[src/rtl/fft_peak_detector_if.sv]
// Magnitude stream from the FFT magnitude stage into the peak detector.
interface fft_peak_detector_if #(
  parameter int DATA_WIDTH = 21
);
  logic                  mag_valid;
  logic                  mag_sop;
  logic                  mag_eop;
  logic [DATA_WIDTH-1:0] mag_data;

  modport master (output mag_valid, output mag_sop, output mag_eop, output mag_data);
  modport slave  (input  mag_valid, input  mag_sop, input  mag_eop, input  mag_data);
endinterface

[src/rtl/fft_peak_detector.sv]
// Per-frame peak search over the lower half of an FFT magnitude spectrum,
// skipping the lowest bins, with framing checks and a published-frame counter.
module fft_peak_detector #(
  parameter int DATA_WIDTH = 21,
  parameter int BIN_WIDTH  = 13,
  parameter int FFT_LEN    = 4096,
  parameter int SKIP_BINS  = 1
) (
  input  logic                   clk,
  input  logic                   reset_n,
  fft_peak_detector_if.slave     mag,
  output logic [BIN_WIDTH-1:0]   peak_bin,
  output logic [DATA_WIDTH-1:0]  peak_mag,
  output logic                   peak_valid,
  output logic                   frame_error,
  output logic [15:0]            frame_count
);

  localparam logic [BIN_WIDTH-1:0] LAST_BIN  = BIN_WIDTH'(FFT_LEN - 1);
  localparam logic [BIN_WIDTH-1:0] HALF_LAST = BIN_WIDTH'(FFT_LEN / 2 - 1);
  localparam logic [BIN_WIDTH-1:0] SKIP      = BIN_WIDTH'(SKIP_BINS);

  typedef enum logic {IDLE, ACTIVE} state_e;

  state_e                state_q, state_d;
  logic [BIN_WIDTH-1:0]  bin_cnt_q, bin_cnt_d;
  logic [BIN_WIDTH-1:0]  max_bin_q, max_bin_d;
  logic [DATA_WIDTH-1:0] max_q, max_d;
  logic [BIN_WIDTH-1:0]  peak_bin_q, peak_bin_d;
  logic [DATA_WIDTH-1:0] peak_mag_q, peak_mag_d;
  logic                  peak_valid_q, peak_valid_d;
  logic                  frame_error_q, frame_error_d;
  logic [15:0]           frame_count_q, frame_count_d;

  logic [BIN_WIDTH-1:0]  beat_idx;
  logic [DATA_WIDTH-1:0] run_max;
  logic                  in_window;
  logic                  beat_wins;

  always_comb begin
    // A sop beat is always bin 0 and compares against a freshly cleared max.
    beat_idx  = mag.mag_sop ? '0 : bin_cnt_q;
    run_max   = mag.mag_sop ? '0 : max_q;
    in_window = (beat_idx >= SKIP) && (beat_idx <= HALF_LAST);
    beat_wins = in_window && (mag.mag_data > run_max);

    state_d       = state_q;
    bin_cnt_d     = bin_cnt_q;
    max_bin_d     = max_bin_q;
    max_d         = max_q;
    peak_bin_d    = peak_bin_q;
    peak_mag_d    = peak_mag_q;
    peak_valid_d  = 1'b0;
    frame_error_d = 1'b0;
    frame_count_d = frame_count_q;

    if (mag.mag_valid) begin
      if (mag.mag_sop && mag.mag_eop) begin
        frame_error_d = 1'b1;
        state_d       = IDLE;
        bin_cnt_d     = '0;
        max_d         = '0;
        max_bin_d     = '0;
      end else if (mag.mag_sop) begin
        frame_error_d = (state_q == ACTIVE);
        state_d       = ACTIVE;
        bin_cnt_d     = BIN_WIDTH'(1);
        max_d         = beat_wins ? mag.mag_data : '0;
        max_bin_d     = '0;
      end else if (state_q == ACTIVE) begin
        if (mag.mag_eop || (bin_cnt_q == LAST_BIN)) begin
          state_d   = IDLE;
          bin_cnt_d = '0;
          max_d     = '0;
          max_bin_d = '0;
          if (mag.mag_eop && (bin_cnt_q == LAST_BIN)) begin
            // An all-zero window never triggers a strict update, so report the first searched bin.
            peak_bin_d    = (max_q == '0) ? SKIP : max_bin_q;
            peak_mag_d    = max_q;
            peak_valid_d  = 1'b1;
            frame_count_d = frame_count_q + 16'd1;
          end else begin
            frame_error_d = 1'b1;
          end
        end else begin
          bin_cnt_d = bin_cnt_q + BIN_WIDTH'(1);
          if (beat_wins) begin
            max_d     = mag.mag_data;
            max_bin_d = bin_cnt_q;
          end
        end
      end
    end
  end

  always_ff @(posedge clk or negedge reset_n) begin
    if (!reset_n) begin
      state_q       <= IDLE;
      bin_cnt_q     <= '0;
      max_bin_q     <= '0;
      max_q         <= '0;
      peak_bin_q    <= '0;
      peak_mag_q    <= '0;
      peak_valid_q  <= 1'b0;
      frame_error_q <= 1'b0;
      frame_count_q <= '0;
    end else begin
      state_q       <= state_d;
      bin_cnt_q     <= bin_cnt_d;
      max_bin_q     <= max_bin_d;
      max_q         <= max_d;
      peak_bin_q    <= peak_bin_d;
      peak_mag_q    <= peak_mag_d;
      peak_valid_q  <= peak_valid_d;
      frame_error_q <= frame_error_d;
      frame_count_q <= frame_count_d;
    end
  end

  assign peak_bin    = peak_bin_q;
  assign peak_mag    = peak_mag_q;
  assign peak_valid  = peak_valid_q;
  assign frame_error = frame_error_q;
  assign frame_count = frame_count_q;

endmodule

[src/flat_wrapper.sv]
// flat-port wrapper written by rule: the top's interface ports become plain ports
module fft_peak_detector_flat 
#(
  parameter int DATA_WIDTH = 21,
  parameter int BIN_WIDTH  = 13,
  parameter int FFT_LEN    = 4096,
  parameter int SKIP_BINS  = 1
)
  (clk, reset_n, peak_bin, peak_mag, peak_valid, frame_error, frame_count, mag_mag_valid, mag_mag_sop, mag_mag_eop, mag_mag_data);
  fft_peak_detector_if #(.DATA_WIDTH(DATA_WIDTH)) mag_i ();
  input  logic clk;
  input  logic reset_n;
  output logic [BIN_WIDTH-1:0] peak_bin;
  output logic [DATA_WIDTH-1:0] peak_mag;
  output logic peak_valid;
  output logic frame_error;
  output logic [15:0] frame_count;
  input wire logic [$bits(mag_i.mag_valid)-1:0] mag_mag_valid;
  input wire logic [$bits(mag_i.mag_sop)-1:0] mag_mag_sop;
  input wire logic [$bits(mag_i.mag_eop)-1:0] mag_mag_eop;
  input wire logic [$bits(mag_i.mag_data)-1:0] mag_mag_data;
  assign mag_i.mag_valid = mag_mag_valid;
  assign mag_i.mag_sop = mag_mag_sop;
  assign mag_i.mag_eop = mag_mag_eop;
  assign mag_i.mag_data = mag_mag_data;
  fft_peak_detector #(.DATA_WIDTH(DATA_WIDTH), .BIN_WIDTH(BIN_WIDTH), .FFT_LEN(FFT_LEN), .SKIP_BINS(SKIP_BINS)) u_core (.clk(clk), .reset_n(reset_n), .mag(mag_i), .peak_bin(peak_bin), .peak_mag(peak_mag), .peak_valid(peak_valid), .frame_error(frame_error), .frame_count(frame_count));
endmodule
[config.mk]
export PLATFORM = sky130hd
export DESIGN_NAME = fft_peak_detector_flat
export DESIGN_NICKNAME = d
export VERILOG_FILES = /design/src/rtl/fft_peak_detector_if.sv /design/src/rtl/fft_peak_detector.sv /design/src/flat_wrapper.sv
export SDC_FILE = /design/constraint.sdc
export NUM_CORES = 1
export LEC_CHECK = 0
export CAP_MARGIN = 25
export CORE_AREA = 2 2 129 131
export DETAILED_ROUTE_END_ITERATION = 10
export DIE_AREA = 0 0 131 133
export PLACE_DENSITY = 0.55
export SYNTH_ARGS = -nofsm -noshare
export SYNTH_HDL_FRONTEND = slang
export SYNTH_SLANG_ARGS = --single-unit
[constraint.sdc]
create_clock -name clk -period 6.4 [get_ports clk]
set_clock_uncertainty 0.1 [all_clocks]
set_input_delay 1.28 -clock clk [delete_from_list [all_inputs] [get_ports clk]]
set_output_delay 1.28 -clock clk [all_outputs]
set_load 0.02 [all_outputs]
# After elaboration in Yosys (flattened, before gate mapping)
# Cells that the tools add are included.
[totals]
register_bits = 100
in_bits = 26
output_inout_bits = 52
elab_cells = 62
[op_classes]
n_addsub = 2
n_lt_le_gt_ge = 3
n_eq_ne = 1
muxes = 34
bitwise_logic = 2
n_reduce_logical = 11
[op_table]
columns = ["cell", "n"]
rows = [
  ["$mux 21", 7],
  ["$mux 13", 11],
  ["$gt 21x21->1", 1],
  ["$logic_not 21->1", 1],
  ["$add 16x1->16 const B", 1],
  ["$mux 1", 16],
  ["$add 13x1->13 const B", 1],
  ["$eq 13x12->1 const B", 1],
  ["$ge 13x1->1 const B", 1],
  ["$le 13x11->1 const B", 1],
  ["$reduce_and 6->1", 1],
  ["$logic_and 1x1->1", 4],
  ["$reduce_bool 4->1", 1],
  ["$reduce_and 3->1", 1],
  ["$reduce_bool 3->1", 1],
  ["$not 1->1", 2],
  ["$reduce_and 2->1", 1],
  ["$logic_or 1x1->1", 1],
]

# Depth between registers and ports, before layout
# Gate-level depths: netlist of run 1.
[depth]
depth_word = 9
mapped_depth = 12
depth_no_buf = 10

# Worst setup path before layout of run 1
# Ideal clock, no wire load.
[synth_timing]
kind = "input -> register"
startpoint = "in mag_mag_sop"
endpoint = "reg u_core.max_q[10]"
setup_ps = 126
arrival_ps = 3572
t_required_ps = 6174
setup_slack_ps = 2602
path_stages = 12
path_buffers = 4
path_cell_list = "clkbuf_1 > clkbuf_1 > nand2b_1 > ha_1 > nand4_2 > nor4_2 > nand2_1 > or2_4 > and3_1 > buf_6 > buf_6 > a221o_1"
[synth_between]
elab_chain_len = 7
word_cells_on_any_way = 14
cone_classes = "order compare (3); mux (5); reduce/logical (6)"
[synth_rtl]
columns = ["item", "line_no", "source"]
rows = [
  ["start, declared", "flat_wrapper.sv:19", "input wire logic [$bits(mag_i.mag_sop)-1:0] mag_mag_sop;"],
  ["branches (longest 7 deep; another with $gt 21x21->1)", "-", ""],
  ["end signal, assigned", "fft_peak_detector.sv:111", "max_q <= max_d;"],
  ["end, declared", "fft_peak_detector.sv:28", "logic [DATA_WIDTH-1:0] max_q, max_d;"],
]
# Several ways; the timed one is not identified.
# A chain may end at the register's enable or synchronous reset.

# Final worst setup path of run 1
[layout_timing]
startpoint = "in mag_mag_sop"
endpoint = "reg u_core.max_q[3]"
# Same word-level chain as after synthesis.

==> results of run 1 <==
## cell families after synthesis
logic type	synth area share, %
adder cells (fa/ha/maj)	5.933
AND/OR/NAND/NOR	23.71
buffers and inverters	3.651
multiplexers	5.842
flip-flops	45.64
AO/OA/AOI/OAI	11.07
XOR/XNOR	4.153
## registers in the layout (all words and copies together) (netlist names)
signal and flops:
u_core.max_q 21, u_core.peak_mag 21, u_core.frame_count 16, u_core.bin_cnt_q 13
u_core.max_bin_q 13, u_core.peak_bin 13, u_core.frame_error 1, u_core.peak_valid 1
u_core.state_q 1
## synth_stat cells, drive strengths merged
library cell	instances
xor2	9
nand3	19
nor4	9
xnor2	17
clkbuf	23
nor2b	4
dfrtp	100
nor3b	1
mux2i	32
a21oi	12
a21o	1
nand3b	2
a32o	1
and2	23
a221o	32
o21a	2
nor3	4
buf	12
nand2	142
and3	6
a211oi	1
a221oi	1
a22o	12
nand2b	21
ha	26
o21ai	9
inv	7
or2	2
or4	2
nand4	13
nor2	27
a21boi	3
## worst max-delay path: cells and delay by family
kind,cells,cell delay [ns]
compound gates,2,0.84
fa+ha+maj,1,0.32
buf+inv,2,1.37
mux,1,0.15
simple gates,4,1.05
## per-stage QoR
| stage | power [mW] | setup slack, ns | area [µm²] | hold WS (ns) | instances |
|---|---|---|---|---|---|
| after floorplan | 0.7843 | 2.602 | 5483 | 0.3597 | 575 |
| after global placement | 0.8454 | 1.231 | 6431 | 0.3606 | 845 |
| after detailed placement | 0.8539 | 1.097 | 6470 | 0.3614 | 847 |
| after CTS | 1.417 | 1.479 | 6769 | 0.3767 | 863 |
| after global routing | 1.461 | 1.291 | 6769 | 0.4029 | 863 |
| final | 1.393 | 1.489 | 6769 | 0.3714 | 863 |
## report_power, final
part	switching, mW	internal [mW]
combinational	0.0928	0.0731
sequential	0.0267	0.649
clock	0.246	0.305
total	0.366	1.03
## layout make-up
type | count | area, µm²
inverter | 7 | 26.28
clock buffer | 9 | 225.2
multi-input combinational | 433 | 2799
fill | 1602 | 9403
clock inverter | 7 | 73.82
timing repair buffer | 87 | 867.1
sequential | 100 | 2502
tap | 220 | 275.3
## per-layer routing
layer	wire (µm)	track usage (%)
met5	0	0
met1	6537	22.71
met3	636	2.507
met2	6057	26.08
met4	227	6.147
## worst min-delay path by stage
stage / start / endpoint / slack (ns) / cells after the start
6_report: u_core.frame_count[15] / u_core.frame_count[15] / 0.37 / 1
3_3_place_gp: u_core.peak_mag[16] / u_core.peak_mag[16] / 0.36 / 2
4_1_cts: u_core.frame_count[15] / u_core.frame_count[15] / 0.38 / 1
3_5_place_dp: u_core.peak_mag[7] / u_core.peak_mag[7] / 0.36 / 2
2_1_floorplan: u_core.max_bin_q[11] / u_core.peak_bin[11] / 0.36 / 1
5_1_grt: u_core.peak_mag[13] / u_core.peak_mag[13] / 0.40 / 2
==> impl_metrics.toml, run 1 <==
[floorplan]
rows = 47
start_util_pct = 33.90
dieWidth_um = 131
die_area_um2 = 17420
die_h_um = 133
core_area_um2 = 16170
io_pins = 78

[timing]
finalSetupTns_ns = 0
slew_headroom_pct = 35.73
finalSetupViolCount = 0
min_period_ns = 4.911
worst_slew_pin_slew_ns = 0.9610
fmax_mhz = 203.6
hold_violations = 0
fin_crit_sh_pct = 76.73
slew_violations = 0
rsz0062_at_grt = "no"

[worst_setup_path]
cp_slowest_cell = "clkdlybuf4s50_1"
r2r-start = "u_core.bin_cnt_q[4]"
cp-endpoint = "u_core.max_q[3]"
crit_type = "input pin to flip-flop"
path_cells = "clkdlybuf4s50_1, nand2b_1, ha_1, nand4_1, nor4_2, nand2_1, o21ai_4, buf_4, mux2i_1, a221o_1"
cp-startpoint = "mag_mag_sop"
worstPathMaxFanout = 32
critPathCaptureType = "flip-flop"
r2r_cells = 9
max_stage_delay_ns = 0.91
cp.required_ns = 6.53
cp-start-kind = "input pin"
r2r-end = "u_core.max_q[15]"
ff2ff_setup_slack_ns = 2.78
worstPathArrival_ns = 5.04

[route]
vias_per_cell = 5.030
ant_nets = 0
drtPass1Iterations = 4
routed_wl_um = 13460
drc = 0
vias = 4341
drtIter0Drc = 255
wl_per_cell_um = 15.59

[clock_tree]
cts_buffer_depth = 2
cts_buffers = 9
cts_resized = 0
postCtsSetupRepairBufs = 0
holdBufCountCts = 0
root_buffer = "clkbuf_16"
clk_pin_slew_ns = 0.06
htreeDepth = 3
clk_latency_ns = 0.35
cts_tree = "done"
cts.sinks = 100

[placed_design]
dp.final_hpwl_um = 9351
io_buffer_count = 77
routabilityCongestion = 0.7806

[flow_run]
drv_cap = 0

[worst_hold_path]
min_path_type = "flip-flop to flip-flop"

[grt]
grt_pass1_wl_um = 22640
grtUsageTotal_pct = 16.48
antenna_found_initial = 0
overflow = 0
grt_max_degree = 65
grt_pass1_vias = 4446

[logic_synthesis]
synth_nets = 627
synth_area_leaders = "dfrtp_1 (46%), nand2_1 (9.7%), ha_1 (5.9%), a221o_1 (5.8%), mux2i_1 (5.8%)"
yosys_warnings = 0
synth-seq-cells = 100
syn_area_um2 = 5483
yosysSeqAreaShare_pct = 45.64
netlist_instances = 575
yosysTopAreaCellShare_pct = 45.64
avgSynthCellArea_um2 = 9.535
ys_types = 39
yosysTopAreaCell = "dfrtp_1"

[finish]
final_util_pct = 41.86
layout_commonest_cell = "nand2_1"
synthToLayoutAreaGrowth_pct = 23.46
layout.cells.most_common_list = "nand2_1 (142), dfrtp_1 (100), clkdlybuf4s50_1 (76)"
nets = 690
num_antenna_cells = 0
drive_gt1_share_pct = 5.754

[power]
ir_worst_vdd_uv = 152.2
pwr_density_cell_nw_per_um2 = 205.7
power.leakage_nw = 3.127

[status]
status = "finished clean"
Note: power is estimated with default switching activity, not from simulation.
==> inputs of run 2 (changes only) <==
clock period = 5.05 ns   (was 6.4 ns; I/O delays follow)
==> run 2 against run 1 <==
Power up 25%. Worst hold slack worse by 0.016 ns. Clock power up 23%. Cell count up 0.58%. Sequential power up 27%. Count of clock-buffer cells in the layout up 1. Core utilization up 0.12 points. Combinational power up 25%. Final area up 0.28%. Global-route usage down 0.088 points. Register-to-register slack worse by 1.1 ns. Via count up 0.81%. Critical path type unchanged. Largest cell class unchanged.
==> impl_metrics.toml, run 2 (synthesized netlist as in run 1, its figures left out) <==
[status]
status = "finished clean"

[power]
seq_power_share_pct = 49.2
p_int_mw = 1.259
switching_share_pct = 27.69
pwr_density_cell_nw_per_um2 = 256.5
ir_worst_vdd_uv = 159.9
p_comb_share_pct = 12.0
p_sw_mw = 0.4820
power_mw = 1.741
pwr-share-clk_pct = 38.8
power.leakage_nw = 3.138

[worst_setup_path]
cp.required_ns = 5.24
r2r_cells = 10
critPathBufInv = 1
cp_slowest_cell = "a211oi_2"
path_cells = "clkdlybuf4s50_1, nand2b_1, ha_1, nand4_1, nor4_2, nand2_1, or2_4, a211oi_2, a221o_1"
crit_type = "input pin to flip-flop"
cp-start-kind = "input pin"
r2r-start = "u_core.bin_cnt_q[0]"
max_stage_delay_ns = 0.77
cp-startpoint = "mag_mag_sop"
worstPathArrival_ns = 4.23
ff2ff_setup_slack_ns = 1.71
r2r-end = "u_core.max_bin_q[9]"
cp_top_family = "simple AND/OR/NAND/NOR gates"
cp-endpoint = "u_core.max_bin_q[9]"
worst-path-stages = 9
critPathCaptureType = "flip-flop"
worstPathMaxFanout = 14

[clock_tree]
clk_latency_ns = 0.35
htreeDepth = 3
cts_buffer_depth = 2
cts_buffers = 9
cts_tree = "done"
cts.sinks = 100
clk_pin_slew_ns = 0.07
holdBufCountCts = 0
root_buffer = "clkbuf_16"
postCtsSetupRepairBufs = 0
cts_resized = 0

[finish]
drive_gt1_share_pct = 6.327
multiInputGateArea_um2 = 2799
fill_cells = 1613
layout.cells.most_common_list = "nand2_1 (142), dfrtp_1 (100), clkdlybuf4s50_1 (76)"
fin_cells = 868
num_antenna_cells = 0
layout_commonest_cell = "nand2_1"
final_util_pct = 41.97
register_area_um2 = 2502
nets = 695
synthToLayoutAreaGrowth_pct = 23.80

[route]
drtPass1Iterations = 4
drc = 0
vias_per_cell = 5.041
drtIter0Drc = 249
wl_per_cell_um = 15.59
routed_wl_um = 13540
vias = 4376
ant_nets = 0

[floorplan]
die_h_um = 133
core_area_um2 = 16170
rows = 47
dieWidth_um = 131
die_area_um2 = 17420
io_pins = 78
start_util_pct = 33.90

[timing]
rsz0062_at_grt = "no"
slew_violations = 0
whs_ns = 0.3553
worst_slew_pin_slew_ns = 0.8990
fmax_mhz = 247.3
hold_violations = 0
finalSetupViolCount = 0
min_period_ns = 4.044
slew_headroom_pct = 39.96
fin_crit_sh_pct = 80.08
finalSetupTns_ns = 0

[grt]
grt_max_degree = 73
grtUsageTotal_pct = 16.39
overflow = 0
grt_pass1_wl_um = 22540
antenna_found_initial = 0
grt_pass1_vias = 4383

[flow_run]
drv_cap = 0

[worst_hold_path]
min_path_type = "input pin to async pin"

[placed_design]
dp.final_hpwl_um = 9610
numPlacedInstances = 851
io_buffer_count = 77
routabilityCongestion = 0.8221
[run 2: metrics by stage]
step                setup slack [ns]  area (µm²)
CTS                            1.021        6760
global placement              0.7134        6476
floorplan                      1.522        5483
finish                         1.006        6788
global route                  0.7244        6788
detailed placement            0.6554        6476
[run 2: per-layer routing]
layer	vias to the layer above	track usage (%)	part of all wire, %
li1	2134	-	-
met1	2157	22.62	48
met2	74	25.91	47
met3	11	2.467	3.5
met4	0	6.147	1.6
met5	-	0	0
[run 2: power by group through the flow]
stage | combinational, mW | sequential [mW] | clock [mW]
after floorplan | 0.133 | 0.861 | 0
after global placement | 0.203 | 0.871 | 0
after detailed placement | 0.209 | 0.872 | 0
after CTS | 0.210 | 0.856 | 0.698
after global routing | 0.236 | 0.861 | 0.730
final | 0.208 | 0.857 | 0.676
[run 2: worst min path at each step]
stage,startpoint,end,depth (start not counted)
2_1_floorplan,u_core.max_bin_q[11],u_core.peak_bin[11],1
3_3_place_gp,u_core.peak_mag[14],u_core.peak_mag[14],2
3_5_place_dp,u_core.peak_mag[7],u_core.peak_mag[7],2
4_1_cts,u_core.frame_count[15],u_core.frame_count[15],1
5_1_grt,reset_n,u_core.peak_mag[15],1
6_report,reset_n,u_core.peak_mag[15],1
[run 2: area by class of cell]
type | count | share of cell area (%)
timing repair buffer | 92 | 13.27
inverter | 7 | 0.3871
clock buffer | 10 | 3.373
clock inverter | 6 | 0.8111
tap | 220 | 4.055
sequential | 100 | 36.87
multi-input combinational | 433 | 41.23
[run 2: worst reg2reg max path, cell delays in order (launching register included)]
cell and delay [ns]:
dfrtp_1 0.52, ha_1 0.23, nand2_1 0.11, or4_1 0.46
ha_1 0.27, nor2b_1 0.20, o21a_1 0.42, nor2_1 0.12
and3_1 0.21, buf_4 0.22, a221o_1 0.38
